### src/rtl/sync_hs_dst_pkg.sv
// Shared types and constants for the toggle-handshake destination receiver.
// Holds the FSM state encoding and the legal synchroniser depth range.
package sync_hs_dst_pkg;

    typedef enum logic [0:0] {
        StIdle = 1'b0,
        StHold = 1'b1
    } state_e;

    localparam int unsigned SyncStagesMin = 2;
    localparam int unsigned SyncStagesMax = 4;

    function automatic bit stages_legal(input int unsigned stages);
        return (stages >= SyncStagesMin) && (stages <= SyncStagesMax);
    endfunction

endpackage

### src/rtl/sync_chain_sr.sv
// Multi-flop 1-bit synchroniser with synchronous active-high reset to 0.
// Output is the last flop of the chain.
module sync_chain_sr #(
    parameter int unsigned STAGES = 3
) (
    input  logic clk,
    input  logic rst,
    input  logic d,
    output logic q
);

    logic [STAGES-1:0] sync_q;

    always_ff @(posedge clk) begin
        if (rst) begin
            sync_q <= '0;
        end else begin
            sync_q <= {sync_q[STAGES-2:0], d};
        end
    end

    assign q = sync_q[STAGES-1];

endmodule

### src/rtl/sync_hs_dst.sv
// Destination side of a toggle request/ack crossing: detects a new request toggle,
// captures the quasi-static source word and offers it on a valid/ready port.
module sync_hs_dst
    import sync_hs_dst_pkg::*;
#(
    parameter int unsigned DW          = 32,
    parameter int unsigned SYNC_STAGES = 3,
    parameter int unsigned CW          = 16
) (
    input  logic          clk,
    input  logic          rst,
    input  logic          src_req_tgl,
    input  logic [DW-1:0] src_data,
    output logic          ack_tgl,
    output logic          dst_valid,
    input  logic          dst_ready,
    output logic [DW-1:0] dst_data,
    output logic          err_ovf,
    output logic [CW-1:0] xfer_cnt
);

    state_e        state_q, state_d;
    logic          req_s;
    logic          pending;
    logic          last_req_q, last_req_d;
    logic          ack_q, ack_d;
    logic          valid_q, valid_d;
    logic [DW-1:0] data_q, data_d;
    logic          ovf_q, ovf_d;
    logic [CW-1:0] cnt_q, cnt_d;

    sync_chain_sr #(
        .STAGES (SYNC_STAGES)
    ) u_req_sync (
        .clk (clk),
        .rst (rst),
        .d   (src_req_tgl),
        .q   (req_s)
    );

    assign pending = (req_s != last_req_q);

    always_comb begin
        state_d    = state_q;
        last_req_d = last_req_q;
        ack_d      = ack_q;
        valid_d    = valid_q;
        data_d     = data_q;
        ovf_d      = ovf_q;
        cnt_d      = cnt_q;
        unique case (state_q)
            StIdle: begin
                if (pending) begin
                    data_d     = src_data;
                    valid_d    = 1'b1;
                    last_req_d = req_s;
                    state_d    = StHold;
                end
            end
            StHold: begin
                // A toggle seen here means the source moved on before being acked.
                if (pending) begin
                    ovf_d = 1'b1;
                end
                if (dst_ready) begin
                    valid_d = 1'b0;
                    ack_d   = ~ack_q;
                    cnt_d   = cnt_q + CW'(1);
                    state_d = StIdle;
                end
            end
            default: begin
                state_d = StIdle;
            end
        endcase
    end

    always_ff @(posedge clk) begin
        if (rst) begin
            state_q    <= StIdle;
            last_req_q <= 1'b0;
            ack_q      <= 1'b0;
            valid_q    <= 1'b0;
            data_q     <= '0;
            ovf_q      <= 1'b0;
            cnt_q      <= '0;
        end else begin
            state_q    <= state_d;
            last_req_q <= last_req_d;
            ack_q      <= ack_d;
            valid_q    <= valid_d;
            data_q     <= data_d;
            ovf_q      <= ovf_d;
            cnt_q      <= cnt_d;
        end
    end

    assign ack_tgl   = ack_q;
    assign dst_valid = valid_q;
    assign dst_data  = data_q;
    assign err_ovf   = ovf_q;
    assign xfer_cnt  = cnt_q;

    a_stages_legal: assert property (@(posedge clk) stages_legal(SYNC_STAGES));

    a_valid_held: assert property (@(posedge clk) disable iff (rst)
        (dst_valid && !dst_ready) |=> (dst_valid && $stable(dst_data) && $stable(ack_tgl)));

    a_ovf_sticky: assert property (@(posedge clk) disable iff (rst) err_ovf |=> err_ovf);

endmodule
### config.mk
export PLATFORM = sky130hd
export DESIGN_NAME = sync_hs_dst
export DESIGN_NICKNAME = d
export VERILOG_FILES = /design/src/rtl/sync_hs_dst_pkg.sv /design/src/rtl/sync_chain_sr.sv /design/src/rtl/sync_hs_dst.sv
export SDC_FILE = /design/constraint.sdc
export NUM_CORES = 1
export LEC_CHECK = 0
export BUFFER_PORTS_ARGS = -buffer_cell sky130_fd_sc_hd__buf_2
export CAP_MARGIN = 20
export CORE_MARGIN = 10
export CORE_UTILIZATION = 45
export CTS_BUF_LIST = sky130_fd_sc_hd__clkbuf_2
export DETAILED_ROUTE_END_ITERATION = 16
export GPL_ROUTABILITY_DRIVEN = 0
export GPL_TIMING_DRIVEN = 1
export PLACE_DENSITY = 0.75
export SYNTH_ARGS = -nofsm -noshare
export SYNTH_HDL_FRONTEND = slang
export SYNTH_SLANG_ARGS = --single-unit
export TNS_END_PERCENT = 100
### constraint.sdc
create_clock -name clk -period 2.2 [get_ports clk]
set_input_delay 0.22 -clock clk [delete_from_list [all_inputs] [get_ports clk]]
set_output_delay 0.22 -clock clk [all_outputs]
set_load 0.03 [all_outputs]
==> run metrics, run 1 <==
Worst setup EP type flop; die width 89.1 µm; Post-Syn Nets 284; Syn. warnings 0; clock-pin slew on the worst setup and hold paths 270 ps; leading area contributor after synthesis dfxtp_1; maximum root-to-sink buffer count 2; DRT iter0 DRCs 97; row count 25; RSZ-0062 raised after global routing false; detailed placement HPWL 3820 µm; kind of start point of the critical path flop; Max Cap Viol 0; Final period util 74.4%; DRC viols 0; FF-to-FF setup slack 560 ps; static leakage 1.31 nW; DIE AREA 7940 µm²; FF+latch count, synth 56; layout cells sized above 1 29.1%; global-route wire length before repair 9260 µm; WL/cell 14.2 µm; final hold vios 0; WS Path Type flop to flop; Max Fclk 0.611 GHz; Synth Area in XOR/XNOR 5.70%; max-slew violation count 0; Worst VDD drop 0.357 mV; final setup skew 24.3 ps; Slew headroom 61.1%; Worst EP required 2540 ps; Core Region 4660 µm²; gr usage total 14.7%; nets@finish 397; Setup Viol. Count Final 0; Starting Density 46.1%; Skew-Pair Late Insertion Delay 440 ps; Cell Pwr Density 598 nW/µm²; worst-path fanout max 11; Final Critical Period 1640 ps; drt first pass iters 4; Netlist cell types 29; reg2reg end xfer_cnt[15]; Worst Reg-to-Reg Cells 4; post-synthesis compound-gate area fraction 9.55%; hold wc startpoint dst_ready; CTS Buf Count 5; worst reg2reg startpoint xfer_cnt[2]; largest family of logic cells by synthesized area simple AND/OR/NAND/NOR gates; Synth Instances 247; simple-gate share of the synthesized area 26.4%; HP Class input pin to flop; placed cells 374; Synth Area in Adders 0.582%; GR Overflow Total 0; clk root buf clkbuf_2; ANT cells 0; hold endpoint state_q; register area share after synthesis 52.2%; multiplexer share of the synthesized area 0.990%; largest net degree at the start of global routing 34; Port Buffer Count 86; Antenna Violating Nets Remaining 0; vias in the first global route 1958; setup TNS 0 ps; fillcell total 404; mean area per synthesized cell 8.70 µm²; status completed; worst-margin pin slew 584 ps; Die Y 89.1 µm; TritonCTS Sinks 56; WHS Path Cells 2; drt total wl 5890 µm; Vias 2023; Mapped Area 2150 µm²; H-Tree Depth 2; Worst EP arrival 1980 ps; post-route insts no fill 415; CTS tree yes; top cells by area, synth dfxtp_1, nand2_1, a21oi_1; DR vias/cell 4.87; share of the synthesized area in the top cell type 52.2%; initial antenna violation count 0; IO Pins 87; Layout area overhead 38.6%
## power breakdown
| group | internal, W | leakage, nW | switching, W |
|---|---|---|---|
| registers | 0.00104 | 0.453 | 0.0000151 |
| logic | 0.0000964 | 0.818 | 0.000122 |
| clock network | 0.000191 | 0.0406 | 0.000313 |
| total | 0.00133 | 1.31 | 0.000451 |
## cell usage after synthesis
cell,count
nor2_1,18
and4_1,1
buf_2,5
nand4_4,1
or3_1,2
ha_1,1
nand2b_1,1
inv_1,3
and2b_1,1
nand4_2,2
nand4_1,3
mux2i_1,1
xor2_1,6
buf_4,4
nand3_2,1
xnor2_1,8
clkbuf_1,6
mux2_1,1
nor4_2,4
nand2_1,70
dfxtp_1,56
nand3_1,2
a21oi_1,36
buf_6,1
nor2b_1,4
nor4_4,1
nor3_1,4
a211oi_1,2
o21ai_0,2
## final cells by class
type	count	area, µm²	area share (%)
clock inverters	3	42.5	1.43
inverters	3	11.3	0.378
clock buffers	5	25.0	0.840
repair buffers	122	783	26.3
well taps	54	67.6	2.27
multi-input cells	172	928	31.2
flip-flops and latches	56	1120	37.6
## repair_timing
item,CTS,global route
resized for setup,0,0
hold endpoints to repair,33,0
buffers inserted,0,0
hold buffers,33,0
## routing by layer
metal | global-route usage, % | vias to the layer above | wire length (µm)
met1 | 16.5 | 916 | 2500
met4 | 4.34 | 0 | 72
li1 | - | 1036 | -
met3 | 5.83 | 9 | 468
met5 | 0 | - | 0
met2 | 24.9 | 62 | 2860
## how the worst max path moves through the flow
stage / start / endpoint / slack (ps) / depth (start not counted)
after floorplan: xfer_cnt[0] / xfer_cnt[12] / 650 / 5
after global placement: xfer_cnt[2] / xfer_cnt[15] / 660 / 4
after detailed placement: xfer_cnt[2] / xfer_cnt[15] / 590 / 4
after CTS: xfer_cnt[2] / xfer_cnt[15] / 560 / 4
after global routing: xfer_cnt[2] / xfer_cnt[15] / 390 / 4
final: xfer_cnt[2] / xfer_cnt[15] / 560 / 4
## kinds of logic (layout without fill, tap and decap cells)
kind of cell               count (synthesis)  in the layout
muxes                                      2              2
and+or+nand+nor                          115            115
adders and majority gates                  1              1
xor gates and xnor gates                  14             14
AOI/OAI and AO/OA                         40             40
DFF                                       56             56
buffers and inverters                     19            133
## per-stage QoR
stage | total power [W] | cell area, µm² | setup WS, ps | hold slack (ps) | util [%]
after detailed placement | 0.00125 | 2580 | 593 | 428 | 55.4
after global routing | 0.00186 | 2980 | 386 | 36.3 | 63.9
after CTS | 0.00181 | 2980 | 558 | 45.0 | 63.9
final | 0.00178 | 2980 | 562 | 78.8 | 63.9
after floorplan | 0.00118 | 2150 | 650 | 348 | -
after global placement | 0.00125 | 2580 | 663 | 421 | 55.4
## sequential cells by signal, summed over array words and instances, names as in the netlist
signal,count
u_req_sync.sync_q,3
ack_tgl,1
last_req_q,1
err_ovf,1
state_q,1
dst_data,32
xfer_cnt,16
dst_valid,1
## worst max-delay path: stages, from the launching register on
cell and delay, ps:
dfxtp_1 510, nand4_2 320, nor3_1 270, nand4_1 120, mux2_1 320
## cells in the final DEF (no fill, tap or decap), types with 5 or more instances in the layout
master	count
dlygate4sd3_1	33
buf_2	86
nor2_1	18
xor2_1	6
a21oi_1	36
nand2_1	70
xnor2_1	8
dfxtp_1	56
clkbuf_2	5
(Power assumes the default switching activity.)
==> run 2, diff against run 1 <==
--- a/config.mk
+++ b/config.mk
@@ -5,6 +5,7 @@
 export SDC_FILE = /design/constraint.sdc
 export NUM_CORES = 1
 export LEC_CHECK = 0
+export ABC_AREA = 1
 export BUFFER_PORTS_ARGS = -buffer_cell sky130_fd_sc_hd__buf_2
 export CAP_MARGIN = 20
 export CORE_MARGIN = 10
@@ -13,7 +14,7 @@
 export DETAILED_ROUTE_END_ITERATION = 16
 export GPL_ROUTABILITY_DRIVEN = 0
 export GPL_TIMING_DRIVEN = 1
-export PLACE_DENSITY = 0.75
+export PLACE_DENSITY = 0.78
 export SYNTH_ARGS = -nofsm -noshare
 export SYNTH_HDL_FRONTEND = slang
 export SYNTH_SLANG_ARGS = --single-unit
==> constraint.sdc (replaced) <==
create_clock -name clk -period 1.5 [get_ports clk]
set_input_delay 0.15 -clock clk [delete_from_list [all_inputs] [get_ports clk]]
set_output_delay 0.15 -clock clk [all_outputs]
set_load 0.03 [all_outputs]
==> run 2 against run 1 <==
Final cell count up 16%. Via count up 14%. Sequential share of layout area down 1.2 points. Core utilization up 1.6 points. Worst setup slack worse by 430 ps. Non-clock buffer count up 3. Sequential power up 48%. Design area up 3.8%. Total power up 53%. Clock power up 47%. Flip-flop and latch count unchanged. Area after synthesis up 2.0%. Critical path type unchanged. Largest cell class unchanged. Largest power group unchanged.
==> run metrics, run 2 <==
status completed; Netlist cell types 23 (-21%); number of flops mapped to enable cells by yosys 0 (unchanged); mean area per synthesized cell 7.51 µm² (-14%); DIE AREA 8060 µm² (+1.5%); commonest non-fill, non-tap cells in the layout nand2_1, buf_2, dfxtp_1; GR Overflow Total 0 (unchanged); Syn. warnings 0 (unchanged); Port Buffer Count 86 (unchanged); DRC viols 0 (unchanged); Final Critical Period 1360 ps (-274 ps); clock-pin slew on the worst setup and hold paths 250 ps (-20 ps); Worst VDD drop 0.659 mV (+85%); Storage cell area 1130 µm² (+0.45%); drt first pass iters 4 (unchanged); Skew-Pair Late Insertion Delay 450 ps (about the same); row count 25 (unchanged); detailed placement HPWL 4170 µm (+9.4%); Slew headroom 67.8% (+6.7 points); IO Pins 87 (unchanged); Mapped Area 2190 µm² (+2.0%); layout cells sized above 1 26.6% (-2.5 points); Vias 2300 (+14%); final setup skew 25.5 ps (+1.18 ps); fillcell total 375 (-7.2%); Worst EP required 1880 ps (-660 ps); CP Cell Sequence ha_2, nand3_2, nor3_4, buf_4, o21ai_0, a21oi_1; Die Y 89.8 µm (+0.76%); Placed Area 2660 µm² (+2.9%); Synth Instances 292 (+18%); clk root buf clkbuf_2; post-layout util 65.5% (+1.6 points); async set-reset flop share out of synthesis 0% (unchanged); Synth Flop Type dfxtp_1; Core Region 4720 µm² (+1.3%); CTS tree yes; CP max stage delay 410 ps (-100 ps); leading area contributor after synthesis dfxtp_1; Multi-input gate area 907 µm² (-2.3%); Layout area overhead 41.1%; CTS Buf Count 5 (unchanged); H-Tree Depth 2 (unchanged); max-slew violation count 0 (unchanged); nets@finish 450 (+13%); Cell Pwr Density 881 nW/µm² (+47%); Slowest-stage cell, CP dfxtp_2; static leakage 1.45 nW (+10%); commonest non-fill, non-tap cell in the layout nand2_1; worst-path fanout max 4 (-7); vias in the first global route 2277 (+16%); top cells by area, synth dfxtp_1, nand2_1, a21oi_1; final hold vios 0 (unchanged); Starting Density 46.4% (+0.29 points); Setup Viol. Count Final 0 (unchanged); WS Path Type flop to flop; Antenna Violating Nets Remaining 0 (unchanged); Final Cell Area 3090 µm² (+3.8%); Post-Syn Nets 329 (+16%); die width 89.8 µm (+0.76%); Max Fclk 0.733 GHz (+20%); ANT cells 0 (unchanged); worst-margin pin slew 483 ps (-101 ps); most common cell in the synthesized netlist nand2_1; kind of start point of the critical path flop; share of the synthesized area in the top cell type 51.1% (-1.0 points); maximum root-to-sink buffer count 2 (unchanged); gr usage total 15.8% (+1.1 points); initial antenna violation count 0 (unchanged); FF+latch count, synth 56 (unchanged); DRT iter0 DRCs 97 (unchanged); Final period util 90.9% (+16 points); drt total wl 6380 µm (+8.3%); Max Cap Viol 0 (unchanged); global-route wire length before repair 10800 µm (+17%); HP Class input pin to flop; TritonCTS Sinks 56 (unchanged); Worst EP arrival 1750 ps (-230 ps); max reg flops 32 (unchanged); largest net degree at the start of global routing 40 (+18%); WL/cell 13.3 µm (-6.5%); register area share after synthesis 51.1% (-1.0 points); synth cell count leaders nand2_1, dfxtp_1, a21oi_1; DR vias/cell 4.78 (-1.9%); Worst setup EP type flop
[run 2: cell types whose count changed in the layout (fill, tap and decap cells not counted), sizes merged, moves of 4 or more]
| cell | delta |
|---|---|
| nand4 | -5 |
| a21oi | +7 |
| o21ai | +9 |
| nand2 | +25 |
| inv | +23 |
| nor2 | +12 |
| xnor2 | -8 |
| xor2 | -5 |
| nor2b | -4 |
| nand3 | +8 |
| nor4 | -5 |
[run 2: cell families after synthesis]
family / count (synthesis) / synth area share (%)
fa+ha+maj: 1 / 0.571
simple gates: 142 / 27.4
xor+xnor: 1 / 0.400
compound gates: 55 / 12.7
flops: 56 / 51.1
buf+inv: 37 / 7.82
[run 2: path summary, 6_finish.rpt]
path                             start              endpoint  slack [ps]  depth (start not counted)
setup / recovery           xfer_cnt[0]           xfer_cnt[6]         140                          6
hold / removal                     rst          xfer_cnt[12]         200                          4
setup reg to reg           xfer_cnt[0]           xfer_cnt[6]         140                          6
hold reg to reg   u_req_sync.sync_q[0]  u_req_sync.sync_q[1]         420                          2
[run 2: timing repair]
action | CTS | global route
endpoints found under the setup margin | 0 | 17
resized for setup | 0 | 7
setup buffers | 0 | 2
endpoints found under the hold margin | 34 | 0
hold buffers | 34 | 0
[run 2: through the flow]
step | total power, W | hold WS, ps | TNS (ps) | cells | setup slack (ps)
CTS | 0.00275 | 167 | 0 | 479 | 68.8
global placement | 0.00193 | 358 | 0 | 437 | 218
global route | 0.00285 | 199 | -8.10 | 481 | -7.28
detailed placement | 0.00194 | 357 | 0 | 437 | 142
finish | 0.00273 | 195 | 0 | 481 | 136
floorplan | 0.00182 | 257 | 0 | 292 | 31.0
[run 2: per-layer routing]
layer,vias up,wire [µm],global-route usage (%)
met5,-,0,0
met4,0,198,8.09
met3,17,654,7.40
met2,95,2860,24.2
met1,1024,2670,17.9
li1,1164,-,-
[run 2: where the power goes]
part | internal [W] | switching (W) | total, W
registers | 0.00154 | 0.0000279 | 0.00157
clock network | 0.000280 | 0.000460 | 0.000740
logic | 0.000168 | 0.000246 | 0.000413
[run 2: final cells by class]
cell class	instances	share of cell area, %
sequential	56	36.4
multi-input combinational	199	29.3
timing repair buffer	125	26.1
inverter	26	3.24
tap	67	2.71
clock inverter	3	1.38
clock buffer	5	0.809
[run 2: worst max-delay path, delay by kind of cell (launching register included)]
family / cells / cell delay (ps)
AO/OA/AOI/OAI: 2 / 210
adder cells (fa/ha/maj): 1 / 210
buffers and inverters: 1 / 150
flip-flops: 1 / 410
AND/OR/NAND/NOR: 2 / 350
